$ cat src/rtl/unit_tx_sched.sv
// unit_tx_sched: round-robin selection of the computing unit that receives the
// next candidate packet, with per-unit in-flight tracking and occupancy report.
// Optional build macro UNIT_SCHED_STATS_EN adds per-unit tx_done statistics
// readable through stats_unit / stats_cnt.
//
// state     | meaning
// ----------+-----------------------------------------------------------
// S_IDLE    | no reservation; waiting for req
// S_SCAN    | testing one candidate unit per cycle starting at ptr
// S_GRANT   | one-cycle grant pulse; unit_num is reserved
// S_WAIT_TX | waiting for tx_done (count it) or tx_abort (release)

module unit_tx_sched #(
  parameter int N_UNITS      = 4,
  parameter int MAX_INFLIGHT = 20,
  localparam int UW = (N_UNITS > 1) ? $clog2(N_UNITS) : 1,
  localparam int TW = $clog2(N_UNITS * MAX_INFLIGHT + 1),
  localparam int CW = $clog2(MAX_INFLIGHT + 1)
) (
  input  logic               CLK,
  input  logic               RST,
  input  logic               req,
  output logic               grant,
  output logic [UW-1:0]      unit_num,
  input  logic               tx_done,
  input  logic               tx_abort,
  input  logic [N_UNITS-1:0] unit_ready,
  input  logic [N_UNITS-1:0] unit_tx_mask,
  input  logic [N_UNITS-1:0] unit_rx_done,
  output logic               stall,
  output logic [TW-1:0]      total_in_flight,
  output logic               idle,
`ifdef UNIT_SCHED_STATS_EN
  input  logic [UW-1:0]      stats_unit,
  output logic [31:0]        stats_cnt,
`endif
  output logic               err
);

  typedef enum logic [1:0] {S_IDLE, S_SCAN, S_GRANT, S_WAIT_TX} state_t;

  localparam logic [CW-1:0] MAX_C  = CW'(MAX_INFLIGHT);
  localparam logic [UW-1:0] LAST_U = UW'(N_UNITS - 1);

  state_t             r_state;
  state_t             w_state_nxt;
  logic [CW-1:0]      r_cnt [N_UNITS];
  logic [CW-1:0]      w_cnt_nxt [N_UNITS];
  logic [N_UNITS-1:0] r_ready;
  logic [N_UNITS-1:0] r_mask;
  logic [N_UNITS-1:0] w_elig;
  logic [N_UNITS-1:0] w_inc;
  logic [UW-1:0]      r_ptr;
  logic [UW-1:0]      r_cand;
  logic [UW-1:0]      r_scan_cnt;
  logic [UW-1:0]      r_unit_num;
  logic [UW-1:0]      w_cand_inc;
  logic [UW-1:0]      w_unit_inc;
  logic [TW-1:0]      r_total;
  logic [TW-1:0]      w_sum;
  logic               r_stall;
  logic               r_err;
  logic               w_hit;
  logic               w_tx_done_ok;
  logic               w_cnt_err;
  logic               w_err_set;

  assign w_cand_inc   = (r_cand == LAST_U) ? '0 : r_cand + UW'(1);
  assign w_unit_inc   = (r_unit_num == LAST_U) ? '0 : r_unit_num + UW'(1);
  assign w_hit        = w_elig[r_cand];
  assign w_tx_done_ok = (r_state == S_WAIT_TX) & tx_done;

  // eligibility from the registered ready/mask copies and the live counters
  always_comb begin
    w_elig = '0;
    for (int i = 0; i < N_UNITS; i++) begin
      w_elig[i] = r_ready[i] & ~r_mask[i] & (r_cnt[i] < MAX_C);
    end
  end

  // per-unit counter next values; a same-cycle increment and decrement cancel
  always_comb begin
    w_cnt_err = 1'b0;
    w_inc     = '0;
    w_sum     = '0;
    for (int i = 0; i < N_UNITS; i++) begin
      w_inc[i]     = w_tx_done_ok & (r_unit_num == UW'(i));
      w_cnt_nxt[i] = r_cnt[i];
      if (w_inc[i] && !unit_rx_done[i]) begin
        if (r_cnt[i] == MAX_C) w_cnt_err = 1'b1;
        else                   w_cnt_nxt[i] = r_cnt[i] + CW'(1);
      end else if (!w_inc[i] && unit_rx_done[i]) begin
        if (r_cnt[i] == '0) w_cnt_err = 1'b1;
        else                w_cnt_nxt[i] = r_cnt[i] - CW'(1);
      end
      w_sum = w_sum + TW'(r_cnt[i]);
    end
  end

  // any protocol violation this cycle; err latches it until reset
  always_comb begin
    w_err_set = w_cnt_err
              | ((tx_done | tx_abort) & (r_state != S_WAIT_TX))
              | (tx_done & tx_abort & (r_state == S_WAIT_TX));
  end

  // FSM state register
  always_ff @(posedge CLK) begin
    if (RST) r_state <= S_IDLE;
    else     r_state <= w_state_nxt;
  end

  // FSM next-state decode
  always_comb begin
    w_state_nxt = r_state;
    case (r_state)
      S_IDLE:    if (req) w_state_nxt = S_SCAN;
      S_SCAN:    if (w_hit) w_state_nxt = S_GRANT;
      S_GRANT:   w_state_nxt = S_WAIT_TX;
      S_WAIT_TX: if (tx_done | tx_abort) w_state_nxt = S_IDLE;
      default:   w_state_nxt = S_IDLE;
    endcase
  end

  // FSM outputs and registered status
  always_comb begin
    grant           = (r_state == S_GRANT);
    idle            = (r_state == S_IDLE) && (r_total == '0);
    unit_num        = r_unit_num;
    stall           = r_stall;
    err             = r_err;
    total_in_flight = r_total;
  end

  // scan pointer, candidate walk, stall flag, input registers and error flag
  always_ff @(posedge CLK) begin
    if (RST) begin
      r_ready    <= '0;
      r_mask     <= '0;
      r_ptr      <= '0;
      r_cand     <= '0;
      r_scan_cnt <= '0;
      r_unit_num <= '0;
      r_stall    <= 1'b0;
      r_err      <= 1'b0;
      r_total    <= '0;
    end else begin
      r_ready <= unit_ready;
      r_mask  <= unit_tx_mask;
      r_total <= w_sum;
      if (w_err_set) r_err <= 1'b1;
      case (r_state)
        S_IDLE: begin
          if (req) begin
            r_cand     <= r_ptr;
            r_scan_cnt <= '0;
          end
        end
        S_SCAN: begin
          if (w_hit) begin
            r_unit_num <= r_cand;
            r_stall    <= 1'b0;
          end else begin
            r_cand <= w_cand_inc;
            // a whole pass of N_UNITS candidates without a hit
            if (r_scan_cnt == LAST_U) begin
              r_stall    <= 1'b1;
              r_scan_cnt <= '0;
            end else begin
              r_scan_cnt <= r_scan_cnt + UW'(1);
            end
          end
        end
        S_WAIT_TX: begin
          if (tx_done) r_ptr <= w_unit_inc;
        end
        default: ;
      endcase
    end
  end

  // per-unit in-flight counters
  always_ff @(posedge CLK) begin
    if (RST) begin
      for (int i = 0; i < N_UNITS; i++) r_cnt[i] <= '0;
    end else begin
      for (int i = 0; i < N_UNITS; i++) r_cnt[i] <= w_cnt_nxt[i];
    end
  end

`ifdef UNIT_SCHED_STATS_EN
  logic [31:0] r_stats [N_UNITS];
  logic [31:0] r_stats_cnt;

  // per-unit tx_done event counts and registered read port
  always_ff @(posedge CLK) begin
    if (RST) begin
      for (int i = 0; i < N_UNITS; i++) r_stats[i] <= '0;
      r_stats_cnt <= '0;
    end else begin
      for (int i = 0; i < N_UNITS; i++) begin
        if (w_inc[i]) r_stats[i] <= r_stats[i] + 32'd1;
      end
      r_stats_cnt <= (32'(stats_unit) < 32'(N_UNITS)) ? r_stats[stats_unit] : '0;
    end
  end

  assign stats_cnt = r_stats_cnt;
`endif

endmodule

$ cat config.mk
export PLATFORM = sky130hd
export DESIGN_NAME = unit_tx_sched
export DESIGN_NICKNAME = d
export VERILOG_FILES = /design/src/rtl/unit_tx_sched.sv
export SDC_FILE = /design/constraint.sdc
export NUM_CORES = 1
export LEC_CHECK = 0
export ABC_AREA = 1
export BUFFER_PORTS_ARGS = -buffer_cell sky130_fd_sc_hd__buf_4
export CAP_MARGIN = 10
export CORE_UTILIZATION = 25
export DETAILED_ROUTE_END_ITERATION = 16
export PLACE_DENSITY = 0.48
export RECOVER_POWER = 25
export SLEW_MARGIN = 10
export SYNTH_ARGS = -nofsm -noshare
export SYNTH_HDL_FRONTEND = slang
export SYNTH_SLANG_ARGS = --single-unit
$ cat constraint.sdc
create_clock -name CLK -period 3 [get_ports CLK]
set_input_delay 0.6 -clock CLK [delete_from_list [all_inputs] [get_ports CLK]]
set_output_delay 0.6 -clock CLK [all_outputs]
set_load 0.01 [all_outputs]
==> out/summary.json, run 1 <==
{
  "timing": {
    "slew_viol_final": 0,
    "report.final.setup_viol": 0,
    "rsz_0062_raised_after_global_routing": "false",
    "final_hold_viol_count": 0,
    "totalNegativeSetupSlack_ps": 0,
    "max_slew.worst_pin.slew_ps": 1167,
    "final_min_period_over_clock_period": 0.8817,
    "finalWorstPathRequiredPeriod_ps": 2645,
    "timing.hold.ws_ps": 493.1,
    "fin_worst_skew_ps": 4.717,
    "timing.slew.headroom": 0.2218,
    "max_clock_freq_mhz": 378.0
  },
  "floorplan": {
    "die_w_um": 113.1,
    "die_h_um": 113.1,
    "std_cell_rows": 40,
    "boundaryPins": 30,
    "core_area_sq_um": 12010,
    "area_enclosed_by_the_die_boundary_sq_um": 12790,
    "initial_utilization": 0.2569
  },
  "pwr": {
    "cell_leakage_power_nw": 1.678,
    "netSwitchingFraction": 0.4462,
    "combPwrFrac": 0.539,
    "ir_worst_vdd_mv": 0.3547,
    "clockPowerShare": 0.171,
    "switchingPower_mw": 1.738,
    "power.density_cell_area_nw_per_um2": 1078,
    "internal-power_mw": 2.157,
    "pwr-share-seq": 0.290
  },
  "placed_design": {
    "routabilityCongestion": 0.8259,
    "hpwlAfterDp_um": 5574,
    "port_buffers": 29
  },
  "final_layout": {
    "nets": 493,
    "area_delta_synth_final_pct": 17.07,
    "final_layout_size_suffix_gt1_frac": 0.09133,
    "n_diodes": 0
  },
  "clock_network": {
    "clockRootBuffer": "clkbuf_16",
    "inserted_clock_buffers": 5,
    "hold_buffers": 0,
    "htree_num_levels": 2,
    "post_cts_buffers": 0,
    "clkSinkCount": 47,
    "post_cts.resized_instances": 0,
    "insertion_delay_ps": 290,
    "cts_tree": "built",
    "ctsLongestPathBuffers": 2,
    "clk_pin_slew_ps": 70
  },
  "synthesis": {
    "postSynthCellCount": 394,
    "synth_seq_cells": 47,
    "synth_area_sq_um": 3085,
    "yosysTopAreaCellShare": 0.3049,
    "synth-warning-count": 0,
    "synth_top_cell_by_area": "dfxtp_1",
    "synth_seq_area_share": 0.3049,
    "synth.net_count": 461,
    "synthDistinctLibCells": 32,
    "synth_area_per_cell_sq_um": 7.831,
    "netlist_top_cells_area": "dfxtp_1, ha_1, fa_1"
  },
  "routing": {
    "drtPass1Iterations": 4,
    "drc": 0,
    "avgViaCountPerCell": 4.467,
    "drt_iter0_drc": 165,
    "vias": 2564,
    "wl_per_cell_um": 12.50,
    "routed_wl_um": 7177,
    "drt.antenna.violating_nets": 0
  },
  "critical_path": {
    "setup.worst_path.start_class": "flip-flop",
    "path_max_fanout": 5,
    "arrival_ps": 2860,
    "endpoint_kind": "flip-flop",
    "timing.setup.critical_path_class": "reg2reg",
    "timing.critical_path.required_ps": 3220
  },
  "global_routing": {
    "grt_usage": 0.1210,
    "grt_pass1_vias": 2575,
    "grt_remaining_overflow": 0,
    "antenna_found_initial": 0,
    "grt_pass1_wl_um": 12360,
    "largest_net_degree_at_the_start_of_global_routing": 26
  },
  "hold_path": {
    "min-delay-path-class": "reg2reg"
  },
  "flow_run": {
    "max-cap-violations": 0
  },
  "status": {
    "status": "completed"
  }
}
[worst paths after layout]
path,slack [ps],cells after the start,to,start
min,490,2,r_scan_cnt[1],r_scan_cnt[1]
min reg2reg,490,2,r_scan_cnt[1],r_scan_cnt[1]
max reg2reg,350,10,total_in_flight[5],r_cnt[2][1]
max,350,10,total_in_flight[5],r_cnt[2][1]
[kinds of logic after synthesis]
kind of cell,count (synthesis),share of synthesized area
xor gates and xnor gates,14,0.03974
buffers and inverters,63,0.08272
AOI/OAI and AO/OA,78,0.1359
and+or+nand+nor,141,0.1967
muxes,1,0.003244
adders and majority gates,50,0.2368
DFF,47,0.3049
[critical path, stage by stage, from the launching register on]
cell and delay (ps):
dfxtp_1 450, fa_1 480, fa_1 520, ha_1 170, inv_1 60, fa_1 400
nor2_1 110, o21ai_0 70, nand2_1 80, o21ai_0 70, a21oi_1 160
[area by class of cell]
class,instances,area [sq um]
Fill cell,1286,8399
Timing Repair Buffer,31,206.4
Tap cell,147,183.9
Clock buffer,6,138.9
Multi-Input combinational cell,284,1889
Clock inverter,2,38.79
Sequential cell,47,940.9
Inverter,57,214.0
[cells in the mapped netlist]
library cell / count
nand3_1: 17
nor4_1: 1
o21ai_0: 26
a21o_1: 1
a211oi_1: 1
a21oi_4: 1
clkbuf_1: 3
o22ai_1: 1
nor2_1: 54
nand3_2: 3
fa_1: 14
nand2b_1: 1
a31oi_1: 1
ha_1: 36
nand3b_2: 1
buf_6: 2
xnor2_1: 6
inv_1: 56
nor3_1: 2
buf_4: 1
mux2i_1: 1
xor2_1: 8
nand2_1: 54
o21bai_1: 2
o21a_1: 1
a21oi_1: 43
o211ai_1: 1
nor2_2: 1
inv_2: 1
nand4_1: 5
dfxtp_1: 47
nand3b_1: 2
[flip-flops by register name (all words and copies together) (netlist names)]
signal           count
r_mask               4
r_cand               2
total_in_flight      7
r_cnt               20
unit_num             2
r_state              2
r_ready              4
stall                1
r_ptr                2
err                  1
r_scan_cnt           2
[power groups by stage]
stage	registers, mW	clock network [mW]	logic, mW
floorplan	1.08	0	1.63
CTS	1.13	0.688	2.13
global route	1.18	0.709	2.46
finish	1.13	0.666	2.10
global placement	1.14	0	2.11
detailed placement	1.15	0	2.11
[placed cells by master, fill, tap and decap left out, types with 2 or more instances in the layout]
| cell | Yosys | final |
|---|---|---|
| ha_1 | 36 | 36 |
| nand3b_1 | 2 | 2 |
| nand2_1 | 54 | 54 |
| clkbuf_16 | 0 | 5 |
| nor3_1 | 2 | 2 |
| o21bai_1 | 2 | 2 |
| clkbuf_1 | 3 | 7 |
| xnor2_1 | 6 | 6 |
| inv_1 | 56 | 56 |
| fa_1 | 14 | 14 |
| nand4_1 | 5 | 5 |
| xor2_1 | 8 | 8 |
| buf_4 | 1 | 24 |
| nand3_2 | 3 | 3 |
| nand3_1 | 17 | 17 |
| nor2_1 | 54 | 54 |
| a21oi_1 | 43 | 43 |
| dfxtp_1 | 47 | 47 |
| o21ai_0 | 26 | 26 |
[layer usage]
layer  part of all wire  routed length, um  GRT usage
met5                  0                  0          0
met4             0.0068                 49    0.02982
met3              0.049                354    0.02035
met2               0.45               3250     0.1975
met1               0.49               3523     0.1662
[stage by stage]
step	instances	worst slack (ps)	utilization	cell area, sq um	total power [mW]
floorplan	394	571.5	-	3085	2.704
global placement	566	413.8	0.2881	3461	3.244
detailed placement	566	373.5	0.2881	3461	3.257
CTS	574	351.0	0.3029	3638	3.950
global route	574	136.1	0.3007	3612	4.345
finish	574	354.8	0.3007	3612	3.895
Note: power is estimated with default switching activity, not from simulation.
==> run 2: changes to the inputs <==
CORE_UTILIZATION = 40   (was 25)
PLACE_DENSITY = 0.66   (was 0.48)
==> run 2 against run 1 <==
  * Sequential power hardly changed
  * Non-clock buffer count stayed put
  * Combinational power hardly changed
  * Critical path depth stayed put
  * Critical path type unchanged
  * Largest power group unchanged
==> out/summary.json, run 2 (synthesis gave the netlist of run 1 again) <==
{
  "clock_network": {
    "post_cts_buffers": {"value": 0, "change": "unchanged"},
    "clkSinkCount": {"value": 47, "change": "unchanged"},
    "hold_buffers": {"value": 0, "change": "unchanged"},
    "inserted_clock_buffers": {"value": 5, "change": "unchanged"},
    "post_cts.resized_instances": {"value": 0, "change": "unchanged"},
    "clk_pin_slew": {"value": 100, "unit": "ps", "change": "+30 ps"},
    "htree_num_levels": {"value": 2, "change": "unchanged"},
    "insertion_delay": {"value": 310, "unit": "ps", "change": "+20 ps"},
    "cts_tree": "built",
    "ctsLongestPathBuffers": {"value": 2, "change": "unchanged"},
    "clockRootBuffer": "clkbuf_8"
  },
  "timing": {
    "final_min_period_over_clock_period": {"value": 0.8734, "change": "-0.008335"},
    "final_hold_viol_count": {"value": 0, "change": "unchanged"},
    "slew_viol_final": {"value": 0, "change": "unchanged"},
    "timing.slew.headroom": {"value": 0.2199, "change": "-0.001955"},
    "fin_worst_skew": {"value": 13.12, "unit": "ps", "change": "+8.400 ps"},
    "rsz_0062_raised_after_global_routing": "false",
    "finalWorstPathRequiredPeriod": {"value": 2620, "unit": "ps", "change": "-25.00 ps"},
    "report.final.setup_viol": {"value": 0, "change": "unchanged"},
    "max_slew.worst_pin.slew": {"value": 1170, "unit": "ps", "change": "+2.934 ps"},
    "timing.hold.ws": {"value": 482.6, "unit": "ps", "change": "-10.43 ps"},
    "max_clock_freq": {"value": 381.7, "unit": "MHz", "change": "+0.95%"},
    "totalNegativeSetupSlack": {"value": 0, "unit": "ps", "change": "unchanged"}
  },
  "floorplan": {
    "die_h": {"value": 89.83, "unit": "um", "change": "-21%"},
    "boundaryPins": {"value": 30, "change": "unchanged"},
    "core_area": {"value": 7370, "unit": "sq um", "change": "-39%"},
    "area_enclosed_by_the_die_boundary": {"value": 8069, "unit": "sq um", "change": "-37%"},
    "initial_utilization": {"value": 0.4187, "change": "+0.1618"},
    "die_w": {"value": 89.83, "unit": "um", "change": "-21%"},
    "std_cell_rows": {"value": 31, "change": "-23%"}
  },
  "final_layout": {
    "area_delta_synth_final_pct": 12.57,
    "n_diodes": {"value": 0, "change": "unchanged"},
    "final_layout_size_suffix_gt1_frac": {"value": 0.09133, "change": "unchanged"},
    "layout.cells.most_common": "inv_1",
    "largest_register_ffs": {"value": 20, "change": "unchanged"},
    "nets": {"value": 493, "change": "unchanged"},
    "max_flop_register": "r_cnt",
    "final_cell_mix": "inv_1, nand2_1, nor2_1"
  },
  "critical_path": {
    "path_max_fanout": {"value": 5, "change": "unchanged"},
    "timing.critical_path.required": {"value": 3240, "unit": "ps", "change": "+20 ps"},
    "arrival": {"value": 2860, "unit": "ps", "change": "about the same"},
    "reg2reg_from": "r_cnt[2][1]",
    "setup.worst_path.start_class": "flip-flop",
    "reg2reg_to": "total_in_flight[5]",
    "endpoint_kind": "flip-flop",
    "ff2ff_setup_slack": {"value": 380, "unit": "ps", "change": "+30 ps"},
    "timing.setup.critical_path_class": "reg2reg",
    "timing.reg2reg.worst_path_depth": {"value": 10, "change": "unchanged"}
  },
  "routing": {
    "routed_wl": {"value": 6623, "unit": "um", "change": "-7.7%"},
    "avgViaCountPerCell": {"value": 4.859, "change": "+8.8%"},
    "drt.antenna.violating_nets": {"value": 0, "change": "unchanged"},
    "drt_iter0_drc": {"value": 105, "change": "-36%"},
    "drtPass1Iterations": {"value": 4, "change": "unchanged"},
    "vias": {"value": 2556, "change": "-0.31%"},
    "wl_per_cell": {"value": 12.59, "unit": "um", "change": "+0.70%"},
    "drc": {"value": 0, "change": "unchanged"}
  },
  "global_routing": {
    "largest_net_degree_at_the_start_of_global_routing": {"value": 26, "change": "unchanged"},
    "grt_pass1_vias": {"value": 2424, "change": "-5.9%"},
    "grt_remaining_overflow": {"value": 0, "change": "unchanged"},
    "antenna_found_initial": {"value": 0, "change": "unchanged"},
    "grt_pass1_wl": {"value": 11330, "unit": "um", "change": "-8.3%"},
    "grt_usage": {"value": 0.1737, "change": "+0.05269"}
  },
  "hold_path": {
    "hp-start": "r_ptr[0]",
    "min-delay-path-class": "reg2reg",
    "timing.hold.worst_path_depth": {"value": 2, "change": "unchanged"},
    "whs_endpoint": "r_ptr[0]"
  },
  "placed_design": {
    "port_buffers": {"value": 29, "change": "unchanged"},
    "routabilityCongestion": {"value": 0.8930, "change": "+8.1%"},
    "hpwlAfterDp": {"value": 5132, "unit": "um", "change": "-7.9%"}
  },
  "pwr": {
    "power.density_cell_area": {"value": 1047, "unit": "nW/um^2", "change": "-2.9%"},
    "ir_worst_vdd": {"value": 0.4245, "unit": "mV", "change": "+20%"},
    "cell_leakage_power": {"value": 1.638, "unit": "nW", "change": "-2.4%"}
  },
  "status": {
    "status": "completed"
  },
  "flow_run": {
    "max-cap-violations": {"value": 0, "change": "unchanged"}
  }
}
==> run 2: stage by stage <==
step | std cells | setup WS (ps) | power (mW) | area [sq um] | util
3_3_place_gp | 518 | 430.1 | 3.161 | 3401 | 0.4615
5_1_grt | 526 | 150.0 | 4.081 | 3473 | 0.4713
3_5_place_dp | 518 | 398.3 | 3.237 | 3401 | 0.4615
4_1_cts | 526 | 383.3 | 3.673 | 3500 | 0.4749
6_report | 526 | 379.8 | 3.636 | 3473 | 0.4713
2_1_floorplan | 394 | 571.5 | 2.704 | 3085 | -
==> run 2: layer usage <==
metal  track usage  vias to the layer above  wire [um]
met5             0                        -          0
met4       0.05874                        0         97
met2        0.2833                       49       3034
met3       0.02623                        7        209
li1              -                     1336          -
met1        0.2344                     1164       3282
==> run 2: critical path: stages, from the launching register on <==
cell and delay, ps:
dfxtp_1 460, fa_1 480, fa_1 530, ha_1 170, inv_1 60, fa_1 390
nor2_1 110, o21ai_0 80, nand2_1 80, o21ai_0 70, a21oi_1 140
==> run 2: final cells by class <==
type	count	area (sq um)
timing repair buffer	31	206.4
sequential	47	940.9
clock inverter	2	16.27
inverter	57	214.0
multi-input combinational	284	1889
clock buffer	6	82.58
fill	728	3896
tap	99	123.9
==> run 2: worst max path at each step <==
stage / cells after the start / slack [ps] / from / to
global route: 10 / 150 / r_cnt[2][1] / total_in_flight[5]
CTS: 10 / 380 / r_cnt[2][1] / total_in_flight[5]
floorplan: 10 / 570 / r_cnt[2][1] / total_in_flight[5]
finish: 10 / 380 / r_cnt[2][1] / total_in_flight[5]
global placement: 10 / 430 / r_cnt[2][1] / total_in_flight[5]
detailed placement: 10 / 400 / r_cnt[2][1] / total_in_flight[5]
==> run 2: power breakdown <==
group          internal, mW  total [mW]  switching [mW]
Clock                 0.189       0.428           0.239
Sequential            0.833        1.12           0.288
Combinational         0.903        2.09            1.18
==> run 3: changes to the inputs <==
CELL_PAD_IN_SITES_DETAIL_PLACEMENT = 1   (was not set)
CELL_PAD_IN_SITES_GLOBAL_PLACEMENT = 1   (was not set)
CORE_MARGIN = 4   (was not set)
PLACE_DENSITY = 0.81   (was 0.66)
==> run 3 against run 2 <==
  * Worst hold slack got worse by 6.2 ps
  * First-iteration DRC count is 50% lower
  * Critical path depth unchanged
  * Global-route usage rose by 1.0 points
  * Critical path type unchanged
  * Utilization increased by 0.15 points
  * Die area grew 14%
  * Worst setup slack worse by 89 ps
  * Sequential power is essentially flat
  * Register-to-register slack lost 90 ps
  * Via count up 3.8%
==> out/summary.json, run 3 (synthesis gave the netlist of run 1 again) <==
{
  "hold_path": {
    "min-delay-path-class": "reg2reg",
    "hp-start": "r_ptr[0]"
  },
  "clock_network": {
    "insertion_delay": {"value": 300, "unit": "ps", "change": "about the same"},
    "hold_buffers": {"value": 0, "change": "unchanged"},
    "clockRootBuffer": "clkbuf_8",
    "ctsLongestPathBuffers": {"value": 2, "change": "unchanged"},
    "inserted_clock_buffers": {"value": 5, "change": "unchanged"},
    "post_cts_buffers": {"value": 0, "change": "unchanged"},
    "clk_pin_slew": {"value": 90, "unit": "ps", "change": "about the same"},
    "cts_tree": "built",
    "post_cts.resized_instances": {"value": 0, "change": "unchanged"},
    "htree_num_levels": {"value": 2, "change": "unchanged"},
    "clkSinkCount": {"value": 47, "change": "unchanged"}
  },
  "floorplan": {
    "die_h": {"value": 95.83, "unit": "um", "change": "+6.7%"},
    "die_w": {"value": 95.83, "unit": "um", "change": "+6.7%"},
    "boundaryPins": {"value": 30, "change": "unchanged"},
    "area_enclosed_by_the_die_boundary": {"value": 9182, "unit": "sq um", "change": "+14%"},
    "core_area": {"value": 7370, "unit": "sq um", "change": "unchanged"},
    "std_cell_rows": {"value": 31, "change": "unchanged"},
    "initial_utilization": {"value": 0.4187, "change": "unchanged"}
  },
  "final_layout": {
    "largest_register_ffs": {"value": 20, "change": "unchanged"},
    "nets": {"value": 492, "change": "-0.20%"},
    "final_cell_mix": "inv_1, nand2_1, nor2_1",
    "n_diodes": {"value": 0, "change": "unchanged"},
    "layout.cells.most_common": "inv_1",
    "max_flop_register": "r_cnt",
    "area_delta_synth_final_pct": 12.94,
    "final_layout_size_suffix_gt1_frac": {"value": 0.08920, "change": "-0.002133"},
    "post-route-cell-area": {"value": 3485, "unit": "sq um", "change": "+0.32%"}
  },
  "routing": {
    "wl_per_cell": {"value": 14.90, "unit": "um", "change": "+18%"},
    "drc": {"value": 0, "change": "unchanged"},
    "avgViaCountPerCell": {"value": 5.055, "change": "+4.0%"},
    "drt_iter0_drc": {"value": 53, "change": "-50%"},
    "vias": {"value": 2654, "change": "+3.8%"},
    "drt.antenna.violating_nets": {"value": 0, "change": "unchanged"},
    "routed_wl": {"value": 7823, "unit": "um", "change": "+18%"},
    "drtPass1Iterations": {"value": 4, "change": "unchanged"}
  },
  "critical_path": {
    "path_max_fanout": {"value": 5, "change": "unchanged"},
    "arrival": {"value": 2930, "unit": "ps", "change": "+70 ps"},
    "timing.setup.critical_path_class": "reg2reg",
    "worst_path_most_repeated_cell": "fa_1",
    "crit_path_top_delay_cell": "fa_1",
    "setup.worst_path.start_class": "flip-flop",
    "timing.reg2reg.worst_path_depth": {"value": 10, "change": "unchanged"},
    "endpoint_kind": "flip-flop",
    "reg2reg_from": "r_cnt[1][1]",
    "crit_end": "total_in_flight[5]",
    "setup.worst_path.start": "r_cnt[1][1]",
    "reg2reg_to": "total_in_flight[5]",
    "timing.critical_path.slowest_cell_delay": {"value": 530, "unit": "ps", "change": "about the same"},
    "cp_cell_sequence": "fa_1 -> fa_1 -> ha_1 -> inv_1 -> fa_1 -> nor2_1 -> o21ai_0 -> nand2_1 -> o21ai_0 -> a21oi_1",
    "timing.critical_path.required": {"value": 3220, "unit": "ps", "change": "-20 ps"},
    "ff2ff_setup_slack": {"value": 290, "unit": "ps", "change": "-90 ps"}
  },
  "global_routing": {
    "grt_usage": {"value": 0.1840, "change": "+0.01024"},
    "antenna_found_initial": {"value": 0, "change": "unchanged"},
    "grt_pass1_wl": {"value": 13150, "unit": "um", "change": "+16%"},
    "grt_pass1_vias": {"value": 2801, "change": "+16%"},
    "largest_net_degree_at_the_start_of_global_routing": {"value": 26, "change": "unchanged"},
    "grt_remaining_overflow": {"value": 0, "change": "unchanged"}
  },
  "placed_design": {
    "routabilityCongestion": {"value": 0.8045, "change": "-9.9%"},
    "total_cell_area_at_the_placement_stage": {"value": 3393, "unit": "sq um", "change": "-0.22%"},
    "port_buffers": {"value": 29, "change": "unchanged"},
    "hpwlAfterDp": {"value": 6205, "unit": "um", "change": "+21%"},
    "placement.setup.worst_slack": {"value": 322.3, "unit": "ps", "change": "-76.01 ps"}
  },
  "timing": {
    "final_hold_viol_count": {"value": 0, "change": "unchanged"},
    "totalNegativeSetupSlack": {"value": 0, "unit": "ps", "change": "unchanged"},
    "finalWorstPathRequiredPeriod": {"value": 2710, "unit": "ps", "change": "+89.47 ps"},
    "rsz_0062_raised_after_global_routing": "false",
    "report.final.setup_viol": {"value": 0, "change": "unchanged"},
    "layout_setup_ws": {"value": 290.4, "unit": "ps", "change": "-89.47 ps"},
    "slew_viol_final": {"value": 0, "change": "unchanged"},
    "fin_worst_skew": {"value": 8.034, "unit": "ps", "change": "-5.083 ps"},
    "final_min_period_over_clock_period": {"value": 0.9032, "change": "+0.02982"},
    "timing.slew.headroom": {"value": 0.2029, "change": "-0.01695"},
    "timing.hold.ws": {"value": 476.4, "unit": "ps", "change": "-6.202 ps"},
    "max_slew.worst_pin.slew": {"value": 1196, "unit": "ps", "change": "+25.43 ps"},
    "max_clock_freq": {"value": 369.1, "unit": "MHz", "change": "-3.3%"}
  },
  "status": {
    "status": "completed"
  },
  "flow_run": {
    "max-cap-violations": {"value": 0, "change": "unchanged"}
  },
  "pwr": {
    "power.density_cell_area": {"value": 1096, "unit": "nW/um^2", "change": "+4.7%"},
    "report.power.total": {"value": 3.821, "unit": "mW", "change": "+5.1%"},
    "cell_leakage_power": {"value": 1.646, "unit": "nW", "change": "+0.52%"},
    "ir_worst_vdd": {"value": 0.3709, "unit": "mV", "change": "-13%"}
  }
}
## run 3: critical path, delay by kind of cell, from the launching register on
kind | cells | cell delay, ps
simple gates | 2 | 200
fa+ha+maj | 4 | 1600
flops | 1 | 470
compound gates | 3 | 330
buf+inv | 1 | 60
## run 3: per-layer routing
layer,vias up,GRT usage,wire length [um]
met5,-,0,0
met3,8,0.02111,203
li1,1333,-,-
met2,34,0.3341,3831
met4,0,0.04858,88
met1,1279,0.2295,3700
## run 3: power breakdown
part,total [mW],switching (mW),internal [mW]
Sequential,1.14,0.304,0.833
Combinational,2.20,1.29,0.912
Clock,0.487,0.216,0.270
## run 3: worst min-delay path by stage
stage                to  cells after the start
3_3_place_gp   r_ptr[0]                      2
2_1_floorplan  r_ptr[0]                      2
4_1_cts        r_ptr[0]                      2
5_1_grt        r_ptr[0]                      2
6_report       r_ptr[0]                      2
3_5_place_dp   r_ptr[0]                      2
## run 3: layout make-up
type,count,area (sq um)
Fill cell,953,3885
Multi-Input combinational cell,284,1889
Sequential cell,47,940.9
Inverter,57,214.0
Timing Repair Buffer,30,198.9
Tap cell,99,123.9
Clock buffer,6,82.58
Clock inverter,2,35.03
## run 3: through the flow
step	utilization	instances
finish	0.4728	525
global placement	0.4604	517
floorplan	-	394
global route	0.4728	525
detailed placement	0.4604	517
CTS	0.4764	525
